### config.mk
export PLATFORM = sky130hd
export DESIGN_NAME = alu_ctrl_seq
export DESIGN_NICKNAME = d
export VERILOG_FILES = /design/src/rtl/alu_ctrl_pkg.sv /design/src/rtl/alu_ctrl_decode.sv /design/src/rtl/alu_ctrl_seq.sv
export SDC_FILE = /design/constraint.sdc
export NUM_CORES = 1
export LEC_CHECK = 0
export ABC_CLOCK_PERIOD_IN_PS = 2370
export BUFFER_PORTS_ARGS = -buffer_cell sky130_fd_sc_hd__buf_2
export CORE_ASPECT_RATIO = 0.9
export CORE_MARGIN = 8
export CORE_UTILIZATION = 30
export DETAILED_ROUTE_END_ITERATION = 7
export PLACE_DENSITY = 0.61
export SYNTH_ARGS = -nofsm -noshare
export SYNTH_HDL_FRONTEND = slang
export SYNTH_SLANG_ARGS = --single-unit
### constraint.sdc
create_clock -name Clock -period 2.37 [get_ports Clock]
set_input_delay 0.3555 -clock Clock [delete_from_list [all_inputs] [get_ports Clock]]
set_output_delay 0.3555 -clock Clock [all_outputs]
set_load 0.01 [all_outputs]
### src/rtl/alu_ctrl_pkg.sv
// alu_ctrl_pkg: shared state encoding, opcode constants and decode LUT for the ALU control sequencer.
// ALU_CTRL_MULTICYCLE_EN enables the iterating shift opcodes identified by is_multi().
package alu_ctrl_pkg;

    typedef enum logic [1:0] {IDLE, EXEC, ITER} alu_state_t;

    localparam logic [3:0] OP_NOP   = 4'h0;
    localparam logic [3:0] OP_SHL_N = 4'hE;
    localparam logic [3:0] OP_SHR_N = 4'hF;

    // Control word layout at the default width: {CS[1:0], LHS[1:0], RHS[3:0]}
    localparam logic [7:0] ALU_CTRL_LUT [16] = '{
        8'h00, 8'h09, 8'h4A, 8'h05, 8'h06, 8'h07, 8'h08, 8'h0B,
        8'h0C, 8'h0D, 8'h1A, 8'h2B, 8'h3C, 8'h4D, 8'h83, 8'hC3
    };

    function automatic logic is_multi(input logic [3:0] op);
        return op == OP_SHL_N || op == OP_SHR_N;
    endfunction

endpackage

### src/rtl/alu_ctrl_decode.sv
// alu_ctrl_decode: combinational opcode decode into control word, active and multi-cycle flags.
// Multi-cycle flag is only raised when ALU_CTRL_MULTICYCLE_EN is defined.
module alu_ctrl_decode
    import alu_ctrl_pkg::*;
#(
    parameter int OP_W   = 4,
    parameter int CTRL_W = 8
) (
    input  logic [OP_W-1:0]   op,
    output logic [CTRL_W-1:0] ctrl,
    output logic              active,
    output logic              multi
);

    logic [3:0] idx;
    logic       in_lut;

    // Opcodes beyond the 16-entry table decode to an all-zero word
    assign idx    = 4'(op);
    assign in_lut = (op >> 4) == '0;
    assign ctrl   = in_lut ? CTRL_W'(ALU_CTRL_LUT[idx]) : '0;
    assign active = op != OP_W'(OP_NOP);
`ifdef ALU_CTRL_MULTICYCLE_EN
    assign multi  = in_lut && is_multi(idx);
`else
    assign multi  = 1'b0;
`endif

endmodule

### src/rtl/alu_ctrl_seq.sv
// alu_ctrl_seq: registered ALU control sequencer with valid/ready intake, clock-enable and stall.
// ALU_CTRL_MULTICYCLE_EN builds the ITER state and iteration counter for shift-by-N opcodes.
module alu_ctrl_seq
    import alu_ctrl_pkg::*;
#(
    parameter int OP_W     = 4,
    parameter int CTRL_W   = 8,
    parameter int MAX_ITER = 8,
    parameter int CNT_W    = $clog2(MAX_ITER + 1)
) (
    input  logic              Clock,
    input  logic              Reset_n,
    input  logic              OpValid,
    output logic              OpReady,
    input  logic [OP_W-1:0]   OpCode,
    input  logic [CNT_W-1:0]  OpCount,
    input  logic              Stall,
    output logic [CTRL_W-1:0] AluCtrl,
    output logic              AluActive,
    output logic              AluEnable,
    output logic              Done
);

    alu_state_t        state;
    logic [CTRL_W-1:0] dec_ctrl;
    logic              dec_active;
    logic              dec_multi;
    logic              accept;
    logic              last;

    alu_ctrl_decode #(.OP_W(OP_W), .CTRL_W(CTRL_W)) u_decode (
        .op     (OpCode),
        .ctrl   (dec_ctrl),
        .active (dec_active),
        .multi  (dec_multi)
    );

`ifdef ALU_CTRL_MULTICYCLE_EN
    logic [CNT_W-1:0] rem;
    logic [CNT_W-1:0] load_cnt;

    assign load_cnt = (OpCount == '0) ? CNT_W'(1) :
                      (OpCount > CNT_W'(MAX_ITER)) ? CNT_W'(MAX_ITER) : OpCount;
    assign last     = state != ITER || rem == CNT_W'(1);

    always_ff @(posedge Clock) begin
        if (!Reset_n)
            rem <= '0;
        else if (!Stall)
            rem <= accept ? load_cnt : rem - CNT_W'(1);
    end
`else
    logic count_unused;

    assign count_unused = ^OpCount;
    assign last         = 1'b1;
`endif

    assign OpReady   = !Stall && last;
    assign accept    = OpValid && OpReady;
    assign AluActive = state != IDLE;
    // Reset gating keeps an aborted op from showing an enable or Done in its last cycle
    assign AluEnable = AluActive && !Stall && Reset_n;
    assign Done      = AluEnable && last;

    always_ff @(posedge Clock) begin
        if (!Reset_n) begin
            state   <= IDLE;
            AluCtrl <= '0;
        end else if (accept) begin
            AluCtrl <= dec_ctrl;
            state   <= !dec_active ? IDLE : dec_multi ? ITER : EXEC;
        end else if (!Stall && last) begin
            state   <= IDLE;
        end
    end

endmodule

---- Word-level counts from Yosys, hierarchy flattened ----
Memories as Yosys holds them, arrays and structs flattened. A register that Yosys moved wholly into a read port is not among the register bits.
Cells that the tools add are included.
cells by class
  $add $sub $neg .......................... 0
  $mul .................................... 0
  divide/modulo/power cells ............... 0
  order comparisons ....................... 0
  equal/unequal tests ..................... 1
  shift-type cells ........................ 0
  mux-type cells .......................... 3
  bitwise logic cells ..................... 1
  reduce and logical (&&, ||, !) cells .... 7
operators by type and width
  kind                count
  $not 4->5           1
  $mux 2              2
  $reduce_bool 4->1   1
  $logic_and 1x1->1   3
  $logic_not 1->1     2
  $ne 2x1->1 const B  1
  $reduce_bool 2->1   1
  $mux 1              1
storage, ports and cells
  register bits after elaboration ......... 2
  bits in latches ......................... 0
  bits in writable memories ............... 0
  bits in read-only memories .............. 128
  input port bits ......................... 12
  output and inout port bits .............. 12
  word-level logic and storage cells ...... 14
  memories kept ........................... 1
memories
  memory           depth  bits a word  rd ports  clocked after memory_dff  write ports  line                   source
  (no name shown)  16     8            1         1                         0            alu_ctrl_decode.sv:21  assign ctrl = in_lut ? CTRL_W'(ALU_CTRL_LUT[idx]) : '0;

---- Longest topological paths before layout ----
Gate-level depths: netlist of the first run.
  depth in word-level cells ............... 3
  mapped depth ............................ 5
  gate-level depth less buffers ........... 5

---- Modules after synthesis ----
A second synthesis of the first run with hierarchy kept.
second synthesis, totals
  cell total of the unflattened synthesis .. 71
  area total of the unflattened synthesis .. 658.1 sq um
modules (own cells, without submodules)
  module           times used  cells an instance  area each (sq um)  seq. area each (sq um)
  alu_ctrl_seq     1           40                 416.6              200.2
  alu_ctrl_decode  1           31                 241.5              0.0

---- Worst setup path before layout of the first run ----
No wires, ideal clock.
  kind .................................... input -> register
  start point ............................. input port OpCode[0]
  end point ............................... register AluCtrl[3]
  setup time .............................. 0.117 ns
  arrival ................................. 1.204 ns
  required time ........................... 2.253 ns
  path slack .............................. 1.048 ns
  stages on the path ...................... 4
  path buffers ............................ 0
  cells stage by stage .................... inv_1 ha_1 o311a_1 a32o_1
between the ends
  cells in the longest elaborated chain, start to end .. 1
ends and longest elaborated chain
  element                          line                   source
  from (decl)                      alu_ctrl_seq.sv:15     input logic [OP_W-1:0] OpCode,
  $not 4->5 (implied by the code)  alu_ctrl_decode.sv:21
  to (decl)                        alu_ctrl_seq.sv:18     output logic [CTRL_W-1:0] AluCtrl,
No other way between the ends.
A chain may end at the register's enable or synchronous reset.

---- Worst setup path in the final report of the first run ----
  start point ............................. input port OpCode[1]
  end point ............................... register AluCtrl[3]
The elaborated chain is that of the path after synthesis.

==> results.yml, run 1 <==
outcome:
  outcome: "finished clean"
global_route:
  use_met3_pct: 5.00
  grt_pass1_wl_um: 1970
  grt.met1_usage_pct: 7.17
  grt_use_total_pct: 7.32
  grt_antenna_before_repair: 0
  grt_pass1_vias: 463
  grt_max_degree: 12
  top_usage_layer: "met2"
  met2_usage_pct: 12.5
  grt.overflow.total: 0
critical_path:
  startpoint_type: "primary input"
  critPathSlowestCell: "o311a_1"
  critPathBufInv: 2
  crit_fanout: 6
  crit_arrival_ns: 1.41
  end_kind: "flip-flop"
  crit_chain: "buf_2, inv_1, ha_1, o311a_1, a32o_1"
  path_class: "primary input to flip-flop"
  cp_top_family: "compound AO/OA/AOI/OAI gates"
  cpPeakStageDelay_ns: 0.32
  required_ns: 2.52
  r2r_slack_ns: 1.63
place:
  routabilityCongestion: 0.736
  dpl.hpwl_um: 938
  dp.cells: 99
  io_buffers: 19
route:
  ant_nets: 0
  drtIter0Drc: 8
  vias: 475
  dr.pass1.iters: 5
  routed_wl_um: 1240
  drc: 0
  wl_per_cell_um: 12.0
  vias_per_cell: 4.61
die:
  core_area_um2: 1680
  die-area_um2: 3430
  start_util_pct: 32.4
  die_width_um: 60.9
  ios: 24
  die_h_um: 56.4
  rows: 14
pwr:
  clockPowerShare_pct: 34.5
  power_frac_seq_pct: 46.8
  p_comb_share_pct: 18.7
  p_leak_nw: 0.324
  p_total_uw: 346
  switching_share_pct: 27.1
  p_int_uw: 252
  ir_worst_vdd_v: 0.000264
  p_sw_uw: 93.7
  power_density_nw_per_um2: 528
clock_network:
  clkLatencyLatePin_ns: 0.26
  cts-root-buf: "clkbuf_4"
  cts_hold_buf: 0
  cts_resized: 0
  clkSlewWorstSetupHoldPaths_ns: 0.06
  htree_levels: 1
  numCtsBuffers: 3
  postCtsSetupBuffers: 0
  clock_sinks: 9
  clockBufferDepth: 2
  tritoncts: "built"
yosys:
  synth_area_um2: 544
  ys_types: 27
  synth_fp_nets: 78
  netlist_instances: 61
  ys_warn_count: 0
  synth_seq_area_share_pct: 33.1
  synth_seq_cells: 9
  synth_area_per_cell_um2: 8.92
timing:
  final-setup-viol-count: 0
  whs_ns: 0.393
  period_minus_slack_ns: 1.26
  tightest_slew_ns: 0.306
  period_share_pct: 53.1
  slew_violations: 0
  finClkSkew_ns: 0
  fin_tns_setup_ns: 0
  hold_viol: 0
  slew-limit-headroom_pct: 79.6
  rsz0062_at_grt: "no"
  fmax_mhz: 794
finish:
  antenna_cells: 0
  final_nets: 97
  final_cell_mix: "buf_2, dfxtp_1, nand2_1"
  final_common_cell: "buf_2"
  syn_to_final_growth_pct: 20.2
  fin_cells: 103
  drive_gt1_share_pct: 34.2
job:
  max_cap_viol_count: 0
hold_path:
  hold_path_class: "primary input to flip-flop"
## layer usage
| layer | vias up | share of wire, % |
|---|---|---|
| met5 | - | 0 |
| met4 | 0 | 0 |
| met3 | 0 | 8.6 |
| met2 | 17 | 45 |
| met1 | 214 | 46 |
| li1 | 244 | - |
## synth_stat cells
cell type | n | area share, %
a211o_1 | 1 | 1.6
a21boi_0 | 2 | 2.8
a21boi_1 | 1 | 1.4
a21oi_1 | 4 | 3.7
a31oi_1 | 2 | 2.3
a32o_1 | 1 | 1.8
and2_2 | 1 | 1.4
and2b_1 | 1 | 1.4
and3_1 | 1 | 1.2
buf_4 | 2 | 2.8
buf_6 | 2 | 4.1
clkbuf_1 | 1 | 0.69
dfxtp_1 | 9 | 33
ha_1 | 5 | 11
inv_1 | 3 | 2.1
mux2_2 | 2 | 4.1
mux2i_1 | 1 | 1.8
nand2_1 | 7 | 4.8
nand2b_4 | 1 | 2.5
nand3_1 | 3 | 2.8
nor2_1 | 2 | 1.4
o21a_1 | 1 | 1.4
o21ai_0 | 4 | 3.7
o311a_1 | 1 | 1.8
or2_2 | 1 | 1.2
or3_1 | 1 | 1.2
xnor2_1 | 1 | 1.6
## per-stage QoR
stage	cell area, um^2	worst slack (ns)	utilization, %
floorplan	544	1.05	-
global placement	628	0.859	37.4
detailed placement	628	0.840	37.4
CTS	654	1.12	38.9
global route	654	1.07	38.9
finish	654	1.11	38.9
## tightest hold or removal path, stage by stage
cell and delay (ns):
buf_2 0.12, nand2_1 0.06, a31oi_1 0.07
## flip-flops by register name (all words and copies together) (netlist names)
signal and cells:
AluCtrl 8, state 1
## worst paths after layout
check | start | endpoint | cells after the start
worst max-delay path | OpCode[1] | AluCtrl[3] | 5
worst max register to register | state[0] | state[0] | 2
worst min register to register | AluCtrl[5] | AluCtrl[5] | 2
worst min-delay path | OpCode[0] | AluCtrl[0] | 3
## cells by family after synthesis
| family | Yosys count | share of synthesized area (%) |
|---|---|---|
| flops | 9 | 33.1 |
| mux | 3 | 5.98 |
| buf+inv | 8 | 9.65 |
| fa+ha+maj | 5 | 11.5 |
| compound gates | 17 | 20.5 |
| simple gates | 18 | 17.7 |
| xor+xnor | 1 | 1.61 |
## power groups by stage
stage / Combinational [mW] / Sequential [mW] / Clock (mW)
final: 0.0646 / 0.162 / 0.119
after global routing: 0.0719 / 0.163 / 0.132
after CTS: 0.0653 / 0.162 / 0.125
after detailed placement: 0.0651 / 0.165 / 0
after global placement: 0.0639 / 0.165 / 0
after floorplan: 0.0410 / 0.169 / 0
## layout make-up
cell class	count	area, um^2
multi-input combinational	44	312
inverter	3	11.3
tap	24	30.0
timing repair buffer	19	95.1
fill	190	1030
clock buffer	4	26.3
sequential	9	180
Note: power is estimated with default switching activity, not from simulation.
==> run 2, diff against run 1 <==
--- a/config.mk
+++ b/config.mk
@@ -5,7 +5,7 @@
 export SDC_FILE = /design/constraint.sdc
 export NUM_CORES = 1
 export LEC_CHECK = 0
-export ABC_CLOCK_PERIOD_IN_PS = 2370
+export ABC_CLOCK_PERIOD_IN_PS = 1260
 export BUFFER_PORTS_ARGS = -buffer_cell sky130_fd_sc_hd__buf_2
 export CORE_ASPECT_RATIO = 0.9
 export CORE_MARGIN = 8
==> constraint.sdc (replaced) <==
create_clock -name Clock -period 1.26 [get_ports Clock]
set_input_delay 0.189 -clock Clock [delete_from_list [all_inputs] [get_ports Clock]]
set_output_delay 0.189 -clock Clock [all_outputs]
set_load 0.01 [all_outputs]
==> run 2 against run 1 <==
  * Clock-buffer cell count did not move
  * Clock power rose by 89%
  * Cell area rose by 4.6%
  * Combinational power rose by 100%
  * Non-clock buffer count rose by 4
  * Core utilization rose by 1.8 points
  * Wire length rose by 3.4%
  * First-iteration DRC count did not move
  * Via count rose by 2.3%
  * Clock skew did not move
  * Highest routed layer unchanged
==> results.yml, run 2 (synthesis results as in run 1) <==
outcome:
  outcome: "finished clean"
clock_network:
  cts_resized: 0
  clkSlewWorstSetupHoldPaths_ns: 0.06
  postCtsSetupBuffers: 0
  clockBufferDepth: 2
  clkLatencyLatePin_ns: 0.26
  numCtsBuffers: 3
  cts-root-buf: "clkbuf_4"
  htree_levels: 1
  tritoncts: "built"
  cts_hold_buf: 0
  clock_sinks: 9
finish:
  final_nets: 101
  largestRegisters: "AluCtrl: 8 flops, state: 1 flops"
  fillers: 193
  syn_to_final_growth_pct: 25.7
  largest_register_ffs: 8
  multiInputGateArea_um2: 312
  final_cell_mix: "buf_2, dfxtp_1, nand2_1"
  largest_register: "AluCtrl"
  final_common_cell: "buf_2"
  antenna_cells: 0
  fin_cells: 107
  drive_gt1_share_pct: 37.3
  seqCellArea_um2: 180
critical_path:
  rr_worst_depth: 2
  r2r_end: "state[0]"
  path_class: "flip-flop to primary output"
  startpoint_type: "flip-flop"
  end_kind: "primary output"
  crit_arrival_ns: 0.88
  reg2reg_from: "state[0]"
  required_ns: 1.07
  crit_fanout: 3
  r2r_slack_ns: 0.52
hold_path:
  hold_path_class: "primary input to flip-flop"
  hold_path.startpoint: "Reset_n"
  hold_depth: 2
  min_to: "state[0]"
global_route:
  grt_pass1_vias: 495
  met2_usage_pct: 13.6
  top_usage_layer: "met2"
  grt_antenna_before_repair: 0
  grt_use_total_pct: 8.13
  use_met3_pct: 5.68
  grt_pass1_wl_um: 2150
  grt.overflow.total: 0
  grt.met1_usage_pct: 8.22
  grt_max_degree: 12
route:
  drc: 0
  ant_nets: 0
  wl_per_cell_um: 12.0
  vias: 486
  dr.pass1.iters: 3
  drtIter0Drc: 8
  vias_per_cell: 4.54
  routed_wl_um: 1280
timing:
  whs_ns: 0.249
  slew-limit-headroom_pct: 80.0
  slew_violations: 0
  finClkSkew_ns: 0
  period_minus_slack_ns: 1.07
  rsz0062_at_grt: "no"
  final-setup-viol-count: 0
  fmax_mhz: 938
  period_share_pct: 84.7
  hold_viol: 0
  tightest_slew_ns: 0.299
die:
  core_area_um2: 1680
  ios: 24
  die_h_um: 56.4
  rows: 14
  die_width_um: 60.9
  die-area_um2: 3430
  start_util_pct: 32.4
place:
  dp.cells: 103
  dpl.hpwl_um: 995
  routabilityCongestion: 0.787
  io_buffers: 19
pwr:
  ir_worst_vdd_v: 0.000433
  power_density_nw_per_um2: 966
  p_leak_nw: 0.344
job:
  max_cap_viol_count: 0
run 2: cell types whose count changed in the layout (fill, tap and decap cells not counted):
| cell | change |
|---|---|
| buf_4 | +4 |
run 2: metal layers:
layer  part of all wire [%]  routed length, um
met1                     42                538
met2                     49                629
met3                    8.7                111
met4                      0                  0
met5                      0                  0
run 2: report_power, final:
| part | internal, mW | total (mW) | leakage, nW | switching [mW] |
|---|---|---|---|---|
| logic | 0.0608 | 0.132 | 0.255 | 0.0708 |
| registers | 0.299 | 0.304 | 0.0737 | 0.00546 |
| clock network | 0.122 | 0.225 | 0.0150 | 0.103 |
| total | 0.482 | 0.661 | 0.344 | 0.179 |
run 2: worst max-delay path, cell delays in order, from the launching register on:
cell     delay (ns)
dfxtp_1        0.33
and3_1         0.16
buf_2          0.13
run 2: how the worst max path moves through the flow:
stage               startpoint         end  slack, ns  depth (start not counted)
global placement     OpCode[0]  AluCtrl[3]      0.008                          5
CTS                   state[0]   AluEnable       0.18                          2
global route          state[0]        Done       0.13                          2
floorplan            OpCode[0]  AluCtrl[3]       0.10                          4
detailed placement   OpCode[0]  AluCtrl[3]     -0.009                          5
finish                state[0]   AluEnable       0.19                          2
run 2: through the flow:
stage	power (mW)	setup TNS (ns)	util, %	instance area (um^2)	worst slack, ns
3_5_place_dp	0.444	-0.00879	39.1	658	-0.00879
2_1_floorplan	0.396	0	-	544	0.105
4_1_cts	0.675	0	40.7	684	0.181
3_3_place_gp	0.441	0	39.1	658	0.00840
6_report	0.661	0	40.7	684	0.193
5_1_grt	0.706	0	40.7	684	0.126
run 2: layout make-up:
type / count / area share (%)
multi-input combinational: 44 / 45.5
sequential: 9 / 26.3
timing repair buffer: 23 / 18.3
tap: 24 / 4.39
clock buffer: 4 / 3.84
inverter: 3 / 1.65
